$ cat src/rtl/sid_write_sequencer_if.sv
// Byte-stream handshake from the UART receiver into the SID write sequencer.
interface sid_write_sequencer_if;
    logic [7:0] tdata;
    logic       tvalid;
    logic       tready;

    modport master (output tdata, output tvalid, input tready);
    modport slave  (input tdata, input tvalid, output tready);
endinterface

$ cat src/rtl/sid_write_sequencer.sv
// Parses host bytes into SID register writes / timed waits, buffers them in a FIFO
// and replays at most one entry per clk_en tick to the SID register port.
module sid_write_sequencer #(
    parameter int unsigned FIFO_DEPTH = 16,
    parameter int unsigned LVL_W      = $clog2(FIFO_DEPTH) + 1
) (
    input  logic                 clk,
    input  logic                 rst,
    sid_write_sequencer_if.slave s,
    input  logic                 clk_en,
    output logic [4:0]           sid_addr,
    output logic [7:0]           sid_data,
    output logic                 sid_n_cs,
    output logic [LVL_W-1:0]     fifo_level,
    output logic                 busy
);

    localparam int unsigned AW = $clog2(FIFO_DEPTH);

    typedef struct packed {
        logic       is_wait;
        logic [4:0] addr;
        logic [7:0] data;
    } entry_t;

    typedef enum logic {P_ADDR, P_DATA} p_state_t;
    typedef enum logic {I_IDLE, I_WAIT} i_state_t;

    p_state_t       p_state, p_state_nxt;
    i_state_t       i_state, i_state_nxt;
    logic [4:0]     pend_addr;
    logic [6:0]     wait_cnt;
    entry_t         mem [FIFO_DEPTH];
    logic [AW-1:0]  wr_ptr, rd_ptr;
    entry_t         head;
    entry_t         push_entry;
    logic           consume, push, pop, full, empty;
    logic           load_wait, dec_wait, issue_write;

    assign full     = (fifo_level == LVL_W'(FIFO_DEPTH));
    assign empty    = (fifo_level == '0);
    assign s.tready = ~full;
    assign consume  = s.tvalid & ~full;
    assign head     = mem[rd_ptr];
    assign busy     = ~empty | (wait_cnt != 7'd0) | ~sid_n_cs;

    // Parser: state register
    always_ff @(posedge clk or posedge rst) begin
        if (rst) p_state <= P_ADDR;
        else     p_state <= p_state_nxt;
    end

    // Parser: next state
    always_comb begin
        p_state_nxt = p_state;
        if (consume) begin
            case (p_state)
                P_ADDR:  if (s.tdata[7:5] == 3'd0) p_state_nxt = P_DATA;
                P_DATA:  p_state_nxt = P_ADDR;
                default: p_state_nxt = P_ADDR;
            endcase
        end
    end

    // Parser: enqueue decode
    always_comb begin
        push       = 1'b0;
        push_entry = '0;
        if (consume) begin
            case (p_state)
                P_ADDR: if (s.tdata[7]) begin
                    push       = 1'b1;
                    push_entry = '{is_wait: 1'b1, addr: 5'd0, data: {1'b0, s.tdata[6:0]}};
                end
                P_DATA: begin
                    push       = 1'b1;
                    push_entry = '{is_wait: 1'b0, addr: pend_addr, data: s.tdata};
                end
                default: ;
            endcase
        end
    end

    always_ff @(posedge clk or posedge rst) begin
        if (rst)
            pend_addr <= 5'd0;
        else if (consume && p_state == P_ADDR && s.tdata[7:5] == 3'd0)
            pend_addr <= s.tdata[4:0];
    end

    // FIFO storage needs no reset; validity is tracked by the level
    always_ff @(posedge clk) begin
        if (push) mem[wr_ptr] <= push_entry;
    end

    always_ff @(posedge clk or posedge rst) begin
        if (rst) begin
            wr_ptr     <= '0;
            rd_ptr     <= '0;
            fifo_level <= '0;
        end else begin
            if (push) wr_ptr <= wr_ptr + AW'(1);
            if (pop)  rd_ptr <= rd_ptr + AW'(1);
            case ({push, pop})
                2'b10:   fifo_level <= fifo_level + LVL_W'(1);
                2'b01:   fifo_level <= fifo_level - LVL_W'(1);
                default: ;
            endcase
        end
    end

    // Issue: state register
    always_ff @(posedge clk or posedge rst) begin
        if (rst) i_state <= I_IDLE;
        else     i_state <= i_state_nxt;
    end

    // Issue: next state; a zero-length wait never leaves I_IDLE
    always_comb begin
        i_state_nxt = i_state;
        case (i_state)
            I_IDLE: if (clk_en && !empty && head.is_wait && head.data[6:0] != 7'd0)
                        i_state_nxt = I_WAIT;
            I_WAIT: if (clk_en && wait_cnt == 7'd1)
                        i_state_nxt = I_IDLE;
            default: i_state_nxt = I_IDLE;
        endcase
    end

    // Issue: per-tick actions
    always_comb begin
        pop         = 1'b0;
        load_wait   = 1'b0;
        dec_wait    = 1'b0;
        issue_write = 1'b0;
        case (i_state)
            I_IDLE: if (clk_en && !empty) begin
                pop = 1'b1;
                if (head.is_wait) load_wait   = 1'b1;
                else              issue_write = 1'b1;
            end
            I_WAIT: if (clk_en) dec_wait = 1'b1;
            default: ;
        endcase
    end

    always_ff @(posedge clk or posedge rst) begin
        if (rst) begin
            wait_cnt <= 7'd0;
            sid_addr <= 5'd0;
            sid_data <= 8'd0;
            sid_n_cs <= 1'b1;
        end else begin
            if (load_wait)     wait_cnt <= head.data[6:0];
            else if (dec_wait) wait_cnt <= wait_cnt - 7'd1;
            sid_n_cs <= ~issue_write;
            if (issue_write) begin
                sid_addr <= head.addr;
                sid_data <= head.data;
            end
        end
    end

endmodule

$ cat src/flat_wrapper.sv
// flat-port wrapper written by rule: the top's interface ports become plain ports
module sid_write_sequencer_flat 
#(
    parameter int unsigned FIFO_DEPTH = 16,
    parameter int unsigned LVL_W      = $clog2(FIFO_DEPTH) + 1
)
  (clk, rst, clk_en, sid_addr, sid_data, sid_n_cs, fifo_level, busy, s_tdata, s_tvalid, s_tready);
  sid_write_sequencer_if s_i ();
  input  logic clk;
  input  logic rst;
  input  logic clk_en;
  output logic [4:0] sid_addr;
  output logic [7:0] sid_data;
  output logic sid_n_cs;
  output logic [LVL_W-1:0] fifo_level;
  output logic busy;
  input wire logic [$bits(s_i.tdata)-1:0] s_tdata;
  input wire logic [$bits(s_i.tvalid)-1:0] s_tvalid;
  output wire logic [$bits(s_i.tready)-1:0] s_tready;
  assign s_i.tdata = s_tdata;
  assign s_i.tvalid = s_tvalid;
  assign s_tready = s_i.tready;
  sid_write_sequencer #(.FIFO_DEPTH(FIFO_DEPTH), .LVL_W(LVL_W)) u_core (.clk(clk), .rst(rst), .s(s_i), .clk_en(clk_en), .sid_addr(sid_addr), .sid_data(sid_data), .sid_n_cs(sid_n_cs), .fifo_level(fifo_level), .busy(busy));
endmodule
$ cat config.mk
export PLATFORM = sky130hd
export DESIGN_NAME = sid_write_sequencer_flat
export DESIGN_NICKNAME = d
export VERILOG_FILES = /design/src/rtl/sid_write_sequencer_if.sv /design/src/rtl/sid_write_sequencer.sv /design/src/flat_wrapper.sv
export SDC_FILE = /design/constraint.sdc
export NUM_CORES = 1
export LEC_CHECK = 0
export ABC_AREA = 1
export ABC_CLOCK_PERIOD_IN_PS = 5300
export CORE_MARGIN = 5
export CORE_UTILIZATION = 55
export CTS_BUF_LIST = sky130_fd_sc_hd__clkbuf_4 sky130_fd_sc_hd__clkbuf_8 sky130_fd_sc_hd__clkbuf_16
export DETAILED_ROUTE_END_ITERATION = 12
export DONT_BUFFER_PORTS = 1
export PLACE_DENSITY = 0.7
export SLEW_MARGIN = 20
export SYNTH_ARGS = -nofsm -noshare
export SYNTH_HDL_FRONTEND = slang
export SYNTH_SLANG_ARGS = --single-unit
$ cat constraint.sdc
create_clock -name clk -period 5.3 [get_ports clk]
set_input_delay 0.265 -clock clk [delete_from_list [all_inputs] [get_ports clk]]
set_output_delay 0.265 -clock clk [all_outputs]
set_load 0.005 [all_outputs]
## After elaboration in Yosys (flattened, before gate mapping)

Memories as Yosys holds them, arrays and structs flattened.
Cells that the tools add are included.
Widths: inputs -> output; s select.

| word-level totals | value |
|---|---|
| flip-flop bits (word level) | 41 |
| RAM bits | 224 |
| input bits | 12 |
| output and inout port bits | 21 |
| logic and storage cells | 68 |
| memories kept | 1 |

| operators by class | value |
|---|---|
| add/subtract/negate cells | 5 |
| eq/ne operators | 4 |
| multiplexer cells | 26 |
| bitwise operators | 9 |
| reductions and logical operators | 13 |

Memory list:

| memory | depth | bits a word | read ports | clocked after Yosys merged registers in | write ports | line | source |
|---|---|---|---|---|---|---|---|
| u_core.mem | 16 | 14 | 1 | 0 | 1 | sid_write_sequencer.sv:33 | `entry_t mem [FIFO_DEPTH];` |

Operators with widths:

| cell | count |
|---|---|
| $mux 14 | 2 |
| $pmux 14 s2 | 1 |
| $mux 1 | 17 |
| $mux 7 | 2 |
| $reduce_bool 7->1 | 2 |
| $pmux 5 s2 | 1 |
| $add 4x1->4 const B | 2 |
| $eq 7x1->1 const B | 1 |
| $sub 7x1->7 const B | 1 |
| $logic_and 1x1->1 | 6 |
| $not 1->1 | 6 |
| $pmux 1 s2 | 3 |
| $add 5x1->5 const B | 1 |
| $eq 5x5->1 const B | 1 |
| $logic_not 5->1 | 1 |
| $sub 5x1->5 const B | 1 |
| $reduce_bool 2->1 | 2 |
| $logic_not 3->1 | 1 |
| $eq 2x1->1 const B | 1 |
| $eq 2x2->1 const B | 1 |
| $or 1x1->1 | 2 |
| $and 1x1->1 | 1 |
| $logic_not 1->1 | 1 |

## Logic depth before layout (Yosys ltp)

Gate-level depths: netlist of run 1.

| depth | value |
|---|---|
| depth after elaboration | 7 |
| depth in mapped cells | 17 |

## Worst setup path before layout of run 1

Ideal clock, no wire load.

| timing | value |
|---|---|
| path type | reg-to-reg |
| start point | register u_core.fifo_level[0] |
| end point | register u_core.fifo_level[4] |
| arrival time | 2.730 ns |
| required time | 5.217 ns |
| path slack | 2.488 ns |
| stages on the path, launching flop included | 17 |
| buffers on the path | 1 |
| clock period less this slack | 2.812 ns |
| cells stage by stage | dfrtp_1 -> nor4_2 -> nand2_1 -> nand2_2 -> inv_1 -> nand2_2 -> buf_2 -> ha_1 -> xor2_1 -> ha_1 -> or2_2 -> nand2_1 -> nand2_1 -> a21oi_1 -> xor2_1 -> nand2_1 -> o21ai_0 |

| on the way | value |
|---|---|
| elaborated cells on any way between the ends | 15 |
| those cells by class | 2 x add/sub; 3 x eq/ne; 4 x mux; 2 x bitwise; 4 x reduce/logical |

RTL lines:

| what | line | source |
|---|---|---|
| start, declared | sid_write_sequencer.sv:14 | `output logic [LVL_W-1:0] fifo_level,` |
| start signal, assigned | sid_write_sequencer.sv:105 | `2'b10: fifo_level <= fifo_level + LVL_W'(1);` |
| start signal, assigned | sid_write_sequencer.sv:106 | `2'b01: fifo_level <= fifo_level - LVL_W'(1);` |
| $eq 5x5->1 * | sid_write_sequencer.sv:40 | `assign full = (fifo_level == LVL_W'(FIFO_DEPTH));` |
| $not 1->1 * | - |  |
| net s_tready | flat_wrapper.sv:19 | `output wire logic [$bits(s_i.tready)-1:0] s_tready;` |
| $and 1x1->1 * | sid_write_sequencer.sv:43 | `assign consume = s.tvalid & ~full;` |
| $mux 1 * | sid_write_sequencer.sv:69 | `if (consume) begin` |
| $eq 2x1->1 or $eq 2x2->1 (tied branches) | sid_write_sequencer.sv:104 | `case ({push, pop})` |
| $pmux 5 s2 or $reduce_bool 2->1 (tied branches) | - |  |

The timed path passes the listed nets; every way through them passes the cells marked *.
A chain may end at the register's enable or synchronous reset.

## Worst setup path in the final report of run 1

Same ends and word-level chain as after synthesis.

==> metrics.cfg, run 1 <==
[global_route]
grt_overflow=0
grt_usage=0.216
grt_use_met2=0.341
grt_max_degree=104
grt-busiest-layer=met2
antenna_found_initial=0
grt_pass1_wl_mm=39.9
met1_usage=0.307
use_met3=0.0382
grt_pass1_vias=6912

[worst_setup_path]
worstSetupPathType=flip-flop to flip-flop
rrSetupSlack_ps=1920
reg2reg_to=u_core.fifo_level[4]$_DFFE_PP0P_
reg2reg_depth=15
arrival_ps=3830
r2r-start=u_core.fifo_level[0]$_DFFE_PP0P_
path_max_fanout=14
end_kind=flip-flop
startpoint_type=flip-flop
cp_data_required_time_ps=5750

[clock_network]
tritoncts=built
clkTransAtPathRegs_ps=60
insertion_delay_ps=540
cts_resized=0
cts_hold_buf=6
cts_setup_buffers=0
cts.sinks=265
clock-root-buffer=clkbuf_16
clockBufferDepth=3
numCtsBuffers=27
htree_levels=1

[worst_hold_path]
whs_endpoint=u_core.pend_addr[0]$_DFFE_PP0P_
holdCritPathClass=primary input to flip-flop
holdPathStages=2
hp-start=s_tdata[0]

[timing]
maxSlewHeadroom=0.234
max_freq_mhz=296
skew_ps=14.0
worstMarginPinSlew_ps=1150
layout_min_cycle_time_ps=3380
tns_ps=0
setup_violations=0
hold_violations=0
fin_worst_hold_slack_ps=19.7
rsz0062_at_grt=false
maxSlewViolCount=0
period_share=0.638

[logic_synthesis]
synth_top_family_by_area=simple AND/OR/NAND/NOR gates
synth_mux_area_frac=0
yosys.area_share.simple=0.167
synth_xor_area_frac=0.0116
synth_seq_cells=265
syn_inst=1014
synthAdderAreaFrac=0.0121
synth_nets=1037
synth_area_um2=11300
seq_area_frac_synth=0.683
ys_types=38
syn_area_per_cell_um2=11.2
synth_compound_area_frac=0.0680
yosysWarnings=0

[status]
status=complete, no violations

[die]
core_area_um2=20300
die_w_um=154
dieArea_um2=23600
die_h_um=154
row_count=52
start_util=0.559
io_pins=33

[finish]
syn_to_final_growth_pct=9.77
final_util=0.614
drive_gt1_frac=0.0872
antenna_cells=0
nFillCells=1595
nets=1045

[power]
powerDensity_nw_per_um2=529
clkPwrFrac=0.277
peakVddDrop_uv=335
switching_share=0.367
p_int_uw=4180
seqPwrFrac=0.427
power.switching_uw=2420
p_leak_uw=0.00493
pwr-share-comb=0.296

[drt]
wl_per_cell_um=19.5
drt-vias-per-instance=5.54
drc_errors=0
drtIter0Drc=720
vias=7277
ant_nets=0
wl_mm=25.5
drt-pass1-iter-count=5

[placement]
routabilityCongestion=0.845
portBuffers=0
hpwlAfterDp_mm=14.8

[flow_run]
drv_cap=0

[layout by cell type, fill, tap and decap left out, types with 3 or more instances in the layout]
cell type | synthesis | routed
o21ai_0 | 78 | 78
a211oi_1 | 6 | 6
clkinv_2 | 0 | 8
xor2_1 | 13 | 13
clkbuf_4 | 0 | 5
nor3_1 | 7 | 4
dfrtp_1 | 40 | 38
o211ai_1 | 13 | 13
nor2_1 | 112 | 110
edfxtp_1 | 224 | 224
clkinv_1 | 0 | 7
o221ai_1 | 6 | 6
nand3_1 | 82 | 82
dlygate4sd3_1 | 0 | 6
nor2_2 | 1 | 3
nor3_2 | 0 | 3
buf_4 | 8 | 22
nand2_4 | 3 | 3
a21oi_1 | 10 | 10
ha_1 | 11 | 11
o22ai_1 | 12 | 12
inv_1 | 80 | 78
o21ai_1 | 8 | 8
clkbuf_16 | 0 | 27
nand2_1 | 240 | 240
[state kept, by name, indices dropped and copies added (netlist names)]
register and cells:
u_core.sid_addr 5, u_core.wr_ptr 4, u_core.pend_addr 5, u_core.wait_cnt 7, u_core.sid_n_cs 1, u_core.rd_ptr 4
u_core.p_state 1, u_core.fifo_level 5, u_core.sid_data 8, u_core.mem 224, u_core.i_state 1
[cell type report]
type | count | area, um^2 | share of cell area
Clock buffer | 32 | 713 | 0.0573
Clock inverter | 18 | 144 | 0.0116
Inverter | 83 | 317 | 0.0254
Multi-Input combinational cell | 617 | 2960 | 0.238
Sequential cell | 265 | 7760 | 0.623
Tap cell | 270 | 338 | 0.0271
Timing Repair Buffer | 28 | 225 | 0.0181
[critical path, stage by stage, from the launching register on]
cell,delay [ps]
dfrtp_1,450
nor4_2,430
nand2_1,200
nand2_2,250
inv_1,130
nand2_2,310
ha_1,340
xor2_1,120
ha_1,190
or2_2,300
nand2_1,80
nand2_1,50
a21oi_1,150
xor2_1,160
nand2_1,60
o21ai_0,70
[power by group through the flow]
stage | clock (uW) | combinational, uW | sequential (uW)
after global routing | 1940 | 2200 | 2850
after global placement | 0 | 1900 | 2850
final | 1820 | 1950 | 2820
after detailed placement | 0 | 1930 | 2860
after CTS | 1840 | 1950 | 2820
after floorplan | 0 | 1660 | 2660
[Yosys cell counts]
library cell,n,area (um^2)
nor2_2,1,6.26
buf_4,8,60.1
inv_4,2,12.5
nand2_4,3,33.8
nand3_2,1,10.0
nor4_2,1,12.5
nor3_1,7,35.0
o21ai_2,1,8.76
buf_8,1,15.0
inv_1,80,300
xnor2_1,2,17.5
o211ai_1,13,97.6
edfxtp_1,224,6730
nand3b_1,1,7.51
a211oi_1,6,45.0
ha_1,11,138
or2_2,2,12.5
nand2_2,2,12.5
buf_6,13,146
buf_1,1,3.75
dfrtp_1,40,1000
o22ai_1,12,75.1
nor2_8,1,20.0
o21ai_1,8,40.0
nor4_1,1,6.26
xor2_1,13,114
nand3_1,82,410
nand4_1,2,12.5
inv_2,1,3.75
nand2_1,240,901
dfstp_2,1,26.3
clkbuf_1,15,56.3
o21ai_0,78,390
nor2_1,112,420
o211ai_2,1,12.5
o221ai_1,6,52.6
a21oi_1,10,50.1
buf_2,11,55.1
[cells by family (layout without fill, tap and decap cells)]
logic type      count (synthesis)  in the layout
compound gates                135            135
buf+inv                       132            161
fa+ha+maj                      11             11
flops                         265            265
simple gates                  456            456
xor+xnor                       15             15
[metal layers]
| layer | vias up | routed length (um) |
|---|---|---|
| met5 | - | 0 |
| met4 | 0 | 810 |
| met3 | 57 | 2120 |
| met2 | 303 | 11900 |
| met1 | 3436 | 10700 |
| li1 | 3481 | - |
[worst max-delay path by stage]
stage / start / endpoint / cells past startpoint
after floorplan: u_core.fifo_level[0]$_DFFE_PP0P_ / u_core.fifo_level[4]$_DFFE_PP0P_ / 16
after global placement: u_core.fifo_level[0]$_DFFE_PP0P_ / u_core.fifo_level[4]$_DFFE_PP0P_ / 15
after detailed placement: u_core.fifo_level[0]$_DFFE_PP0P_ / u_core.fifo_level[4]$_DFFE_PP0P_ / 15
after CTS: u_core.fifo_level[0]$_DFFE_PP0P_ / u_core.fifo_level[4]$_DFFE_PP0P_ / 15
after global routing: u_core.fifo_level[0]$_DFFE_PP0P_ / u_core.fifo_level[4]$_DFFE_PP0P_ / 15
final: u_core.fifo_level[0]$_DFFE_PP0P_ / u_core.fifo_level[4]$_DFFE_PP0P_ / 15
[metrics by stage]
step | std cells | setup WS (ps) | instance area (um^2) | power, uW
3_5_place_dp | 1257 | 2030 | 11500 | 4790
6_report | 1313 | 1920 | 12500 | 6590
5_1_grt | 1313 | 1660 | 12500 | 6990
2_1_floorplan | 1014 | 2490 | 11300 | 4320
3_3_place_gp | 1257 | 2070 | 11500 | 4750
4_1_cts | 1313 | 1970 | 12500 | 6610
Note: power is estimated with default switching activity, not from simulation.
==> inputs of run 2 (changes only) <==
--- a/config.mk
+++ b/config.mk
@@ -6,7 +6,7 @@
 export NUM_CORES = 1
 export LEC_CHECK = 0
 export ABC_AREA = 1
-export ABC_CLOCK_PERIOD_IN_PS = 5300
+export ABC_CLOCK_PERIOD_IN_PS = 3300
 export CORE_MARGIN = 5
 export CORE_UTILIZATION = 55
 export CTS_BUF_LIST = sky130_fd_sc_hd__clkbuf_4 sky130_fd_sc_hd__clkbuf_8 sky130_fd_sc_hd__clkbuf_16
==> constraint.sdc (replaced) <==
create_clock -name clk -period 3.3 [get_ports clk]
set_input_delay 0.165 -clock clk [delete_from_list [all_inputs] [get_ports clk]]
set_output_delay 0.165 -clock clk [all_outputs]
set_load 0.005 [all_outputs]
==> metrics.cfg, run 2 (synthesis results as in run 1) <==
[status]
status=complete, no violations

[finish]
reg_top3=u_core.mem (224), u_core.sid_data (8), u_core.wait_cnt (7)
nets=1061  ; +1.5%
antenna_cells=0  ; unchanged
final_cell_mix=nand2_1, edfxtp_1, nor2_1
top_register=u_core.mem
syn_to_final_growth_pct=11.9
largest_reg_flops=224  ; unchanged
layout_commonest_cell=nand2_1
final_util=0.625  ; +0.0118
nFillCells=1576  ; -1.2%
drive_gt1_frac=0.105  ; +0.0177

[worst_setup_path]
crit_path_top_delay_cell=dfrtp_1
cpMostUsedCell=nand2_1
end_kind=flip-flop
path_cells=nor4_2, nand2_1, nand2_2, inv_1, nand2_2, ha_1, xor2_1, ha_1, or2_2, nand2_1, nand2_1, a21oi_1, xor2_1, nand2_1, o21ai_0
path_max_fanout=8  ; -6
arrival_ps=3360  ; -470 ps
crit_path_max_incr_delay_ps=460  ; about the same
cp_data_required_time_ps=3750  ; -2000 ps
worstSetupPathType=flip-flop to flip-flop
startpoint_type=flip-flop

[global_route]
grt_overflow=0  ; unchanged
grt_usage=0.216  ; -0.000656
grt_pass1_wl_mm=40.4  ; +1.4%
grt_pass1_vias=7162  ; +3.6%
grt_max_degree=125  ; +20%
antenna_found_initial=0  ; unchanged

[die]
row_count=52  ; unchanged
die_h_um=154  ; unchanged
start_util=0.559  ; unchanged
dieArea_um2=23600  ; unchanged
die_w_um=154  ; unchanged
core_area_um2=20300  ; unchanged
io_pins=33  ; unchanged

[timing]
setup_violations=0  ; unchanged
period_share=0.882  ; +0.244
fin_worst_hold_slack_ps=14.8  ; -4.94 ps
skew_ps=7.23  ; -6.74 ps
maxSlewViolCount=0  ; unchanged
layout_min_cycle_time_ps=2910  ; -472 ps
tns_ps=0  ; unchanged
worstMarginPinSlew_ps=999  ; -151 ps
rsz0062_at_grt=false
max_freq_mhz=344  ; +16%
maxSlewHeadroom=0.332  ; +0.0979
hold_violations=0  ; unchanged

[drt]
ant_nets=0  ; unchanged
drtIter0Drc=785  ; +9.0%
drc_errors=0  ; unchanged
drt-pass1-iter-count=5  ; unchanged
wl_per_cell_um=19.2  ; -1.5%
drt-vias-per-instance=5.54  ; about the same
wl_mm=25.5  ; -0.35%
vias=7358  ; +1.1%

[clock_network]
clkTransAtPathRegs_ps=60  ; about the same
numCtsBuffers=26  ; -3.7%
cts_resized=0  ; unchanged
insertion_delay_ps=520  ; -20 ps
cts.sinks=265  ; unchanged
tritoncts=built
clock-root-buffer=clkbuf_16
clockBufferDepth=3  ; unchanged
htree_levels=1  ; unchanged

[power]
powerDensity_nw_per_um2=863  ; +63%
peakVddDrop_uv=634  ; +90%
p_leak_uw=0.00506  ; +2.6%

[placement]
routabilityCongestion=0.856  ; +1.3%
hpwlAfterDp_mm=15.7  ; +6.1%
portBuffers=0  ; unchanged

[flow_run]
drv_cap=0  ; unchanged

[worst_hold_path]
holdCritPathClass=primary input to flip-flop

[run 2: cell count changes in the layout (fill, tap and decap cells not counted), moves of 2 or more]
cell	before	now
nor2_1	110	107
clkbuf_8	0	5
bufinv_16	2	4
nor2_2	3	6
buf_12	0	2
buf_4	22	36
clkinv_1	7	3
clkinv_2	8	5
[run 2: cell type report]
type                            count  area (um^2)  share of cell area
Clock buffer                       36          774              0.0610
Timing Repair Buffer               45          380              0.0300
Clock inverter                     12          164              0.0129
Multi-Input combinational cell    617         2960               0.233
Sequential cell                   265         7760               0.611
Tap cell                          270          338              0.0266
Inverter                           83          317              0.0249
[run 2: worst paths after layout]
check	startpoint	to	slack [ps]	depth (start not counted)
worst max register to register	u_core.fifo_level[0]$_DFFE_PP0P_	u_core.fifo_level[4]$_DFFE_PP0P_	390	15
worst max-delay path	u_core.fifo_level[0]$_DFFE_PP0P_	u_core.fifo_level[4]$_DFFE_PP0P_	390	15
min in group asynchronous	rst	u_core.pend_addr[1]$_DFFE_PP0P_	230	3
worst min-delay path	s_tvalid	u_core.p_state$_DFFE_PP0P_	10	3
worst min register to register	u_core.pend_addr[1]$_DFFE_PP0P_	u_core.pend_addr[1]$_DFFE_PP0P_	490	2
max in group asynchronous	rst	u_core.rd_ptr[0]$_DFFE_PP0P_	2650	3
[run 2: timing repair]
item,4_1_cts,5_1_grt
setup buffers,0,0
endpoints found under the hold margin,47,0
hold buffers,7,0
[run 2: report_power, final]
group	total (uW)	internal (uW)	switching [uW]
clock network	3160	1950	1210
registers	4360	4030	333
logic	3440	1060	2380
[run 2: critical path, delay by kind of cell (launching register included)]
kind / cells / cell delay (ps)
AO/OA/AOI/OAI: 2 / 210
XOR/XNOR: 2 / 280
adder cells (fa/ha/maj): 2 / 450
buffers and inverters: 1 / 100
flip-flops: 1 / 460
AND/OR/NAND/NOR: 8 / 1340
[run 2: per-stage QoR]
stage	worst slack (ps)	area (um^2)	instances	power, uW
4_1_cts	365	12700	1328	11000
3_5_place_dp	396	11700	1273	7830
2_1_floorplan	488	11300	1014	6950
5_1_grt	164	12700	1328	11600
3_3_place_gp	430	11700	1273	7770
6_report	391	12700	1328	11000
[run 2: per-layer routing]
metal | vias to the layer above | part of all wire | GRT usage
met1 | 3523 | 0.41 | 0.291
met3 | 51 | 0.070 | 0.0388
met2 | 274 | 0.49 | 0.362
met5 | - | 0 | 0
li1 | 3510 | - | -
met4 | 0 | 0.026 | 0.0635
==> inputs of run 3 (changes only) <==
--- a/config.mk
+++ b/config.mk
@@ -7,12 +7,14 @@
 export LEC_CHECK = 0
 export ABC_AREA = 1
 export ABC_CLOCK_PERIOD_IN_PS = 3300
+export BUFFER_PORTS_ARGS = -buffer_cell sky130_fd_sc_hd__buf_2
+export CAP_MARGIN = 20
 export CORE_MARGIN = 5
 export CORE_UTILIZATION = 55
 export CTS_BUF_LIST = sky130_fd_sc_hd__clkbuf_4 sky130_fd_sc_hd__clkbuf_8 sky130_fd_sc_hd__clkbuf_16
 export DETAILED_ROUTE_END_ITERATION = 12
-export DONT_BUFFER_PORTS = 1
-export PLACE_DENSITY = 0.7
+export PLACE_DENSITY = 0.72
+export RECOVER_POWER = 100
 export SLEW_MARGIN = 20
 export SYNTH_ARGS = -nofsm -noshare
 export SYNTH_HDL_FRONTEND = slang
==> metrics.cfg, run 3 (synthesis results as in run 1) <==
[status]
status=complete, no violations

[die]
die_w_um=154  ; unchanged
io_pins=33  ; unchanged
row_count=52  ; unchanged
die_h_um=154  ; unchanged
start_util=0.559  ; unchanged
core_area_um2=20300  ; unchanged
dieArea_um2=23600  ; unchanged

[worst_setup_path]
r2r-start=u_core.rd_ptr[0]$_DFFE_PP0P_
cp_data_required_time_ps=3680  ; -70 ps
end_kind=flip-flop
worstSetupPathType=flip-flop to flip-flop
cp-endpoint=u_core.sid_data[6]$_DFFE_PP0P_
rrSetupSlack_ps=310  ; -80 ps
startpoint_type=flip-flop
path_max_fanout=124  ; +116
startpoint=u_core.rd_ptr[0]$_DFFE_PP0P_
cpMostUsedCell=nand2_1
crit_path_max_incr_delay_ps=670  ; +210 ps
reg2reg_to=u_core.sid_data[6]$_DFFE_PP0P_
crit_path_top_delay_cell=buf_6
path_cells=buf_6, a21oi_1, o21ai_1, o211ai_1, nand3_1, nand2_1, nor2_8, inv_1, nand2_1, o21ai_0
reg2reg_depth=10  ; -5
arrival_ps=3370  ; about the same

[flow_run]
drv_cap=0  ; unchanged

[placement]
routabilityCongestion=0.819  ; -4.4%
place_area_um2=11900  ; +1.5%
portBuffers=32  ; +32
hpwlAfterDp_mm=16.4  ; +4.8%

[power]
p_leak_uw=0.00505  ; -0.19%
power.total_uw=11100  ; +0.98%
powerDensity_nw_per_um2=871  ; +0.91%
peakVddDrop_uv=541  ; -15%

[timing]
maxSlewHeadroom=0.122  ; -0.210
setup_violations=0  ; unchanged
hold_violations=0  ; unchanged
period_share=0.905  ; +0.0230
fin_worst_hold_slack_ps=31.0  ; +16.2 ps
max_freq_mhz=335  ; -2.5%
skew_ps=10.4  ; +3.22 ps
worstMarginPinSlew_ps=1310  ; +313 ps
rsz0062_at_grt=false
maxSlewViolCount=0  ; unchanged
layout_min_cycle_time_ps=2990  ; +76.0 ps
tns_ps=0  ; unchanged

[clock_network]
numCtsBuffers=27  ; +3.8%
clkTransAtPathRegs_ps=60  ; about the same
clock-root-buffer=clkbuf_16
htree_levels=1  ; unchanged
cts.sinks=265  ; unchanged
clockBufferDepth=3  ; unchanged
cts_resized=0  ; unchanged
insertion_delay_ps=520  ; about the same
tritoncts=built

[finish]
layout_commonest_cell=nand2_1
nets=1097  ; +3.4%
reg_top3=u_core.mem (224), u_core.sid_data (8), u_core.wait_cnt (7)
final_cell_mix=nand2_1, edfxtp_1, nor2_1
final_area_um2=12700  ; about the same
nFillCells=1605  ; +1.8%
antenna_cells=0  ; unchanged
largest_reg_flops=224  ; unchanged
drive_gt1_frac=0.0886  ; -0.0163
top_register=u_core.mem
syn_to_final_growth_pct=12.0  ; about the same
regArea_um2=7760  ; unchanged
multi_input_area_um2=2920  ; -1.4%

[drt]
drtIter0Drc=695  ; -11%
drt-pass1-iter-count=5  ; unchanged
wl_mm=26.2  ; +3.1%
wl_per_cell_um=19.2  ; +0.26%
drc_errors=0  ; unchanged
drt-vias-per-instance=5.55  ; +0.22%
ant_nets=0  ; unchanged
vias=7580  ; +3.0%

[global_route]
grt_overflow=0  ; unchanged
grt_pass1_vias=7498  ; +4.7%
grt_usage=0.224  ; +0.00786
antenna_found_initial=0  ; unchanged
grt_max_degree=125  ; unchanged
grt_pass1_wl_mm=41.7  ; +3.3%

[worst_hold_path]
holdCritPathClass=primary input to flip-flop

## run 3: cell types whose count changed in the layout (fill, tap and decap cells not counted), moves of 4 or more
cell | previous run | this run
clkbuf_1 | 0 | 38
buf_4 | 36 | 13
buf_2 | 0 | 15
clkbuf_2 | 0 | 7
clkbuf_4 | 4 | 9
nor2_1 | 107 | 112
nor2_2 | 6 | 1
clkbuf_8 | 5 | 1
## run 3: power by group
part           switching [uW]  internal, uW
Sequential                256          4030
Clock                    1220          2000
Combinational            2490          1070
## run 3: metrics by stage
step	utilization	worst slack [ps]	cells
finish	0.626	315	1365
global route	0.626	110	1365
CTS	0.634	387	1365
detailed placement	0.584	454	1309
global placement	0.584	486	1309
floorplan	-	488	1014
## run 3: cell type report
| class | instances | share of cell area |
|---|---|---|
| clock buffer | 37 | 0.0596 |
| clock inverter | 13 | 0.0151 |
| inverter | 83 | 0.0247 |
| multi-input combinational | 617 | 0.230 |
| sequential | 265 | 0.611 |
| tap | 270 | 0.0266 |
| timing repair buffer | 80 | 0.0332 |
## run 3: layer usage
metal / track usage / vias up / share of wire / wire, um
met5: 0 / - / 0 / 0
met4: 0.0656 / 0 / 0.024 / 620
met3: 0.0289 / 39 / 0.059 / 1550
met2: 0.377 / 270 / 0.49 / 13000
met1: 0.308 / 3687 / 0.42 / 11100
li1: - / 3584 / - / -
## run 3: worst min-delay path by stage
| stage | startpoint | endpoint | depth (start not counted) |
|---|---|---|---|
| 5_1_grt | s_tdata[0] | u_core.pend_addr[0]$_DFFE_PP0P_ | 3 |
| 4_1_cts | s_tdata[0] | u_core.pend_addr[0]$_DFFE_PP0P_ | 3 |
| 2_1_floorplan | s_tdata[0] | u_core.pend_addr[0]$_DFFE_PP0P_ | 2 |
| 3_5_place_dp | rst | u_core.fifo_level[0]$_DFFE_PP0P_ | 2 |
| 6_report | s_tdata[0] | u_core.pend_addr[0]$_DFFE_PP0P_ | 3 |
| 3_3_place_gp | rst | u_core.fifo_level[0]$_DFFE_PP0P_ | 2 |
## run 3: repair_timing
action                                 CTS  global route
endpoints found under the hold margin   24             0
hold buffers                             6             0
buffers inserted                         0             0
## run 3: critical path: cells and delay by family (launching register included)
family / cells / cell delay (ps)
buffers and inverters: 2 / 1010
AND/OR/NAND/NOR: 4 / 810
AO/OA/AOI/OAI: 4 / 540
flip-flops: 1 / 430
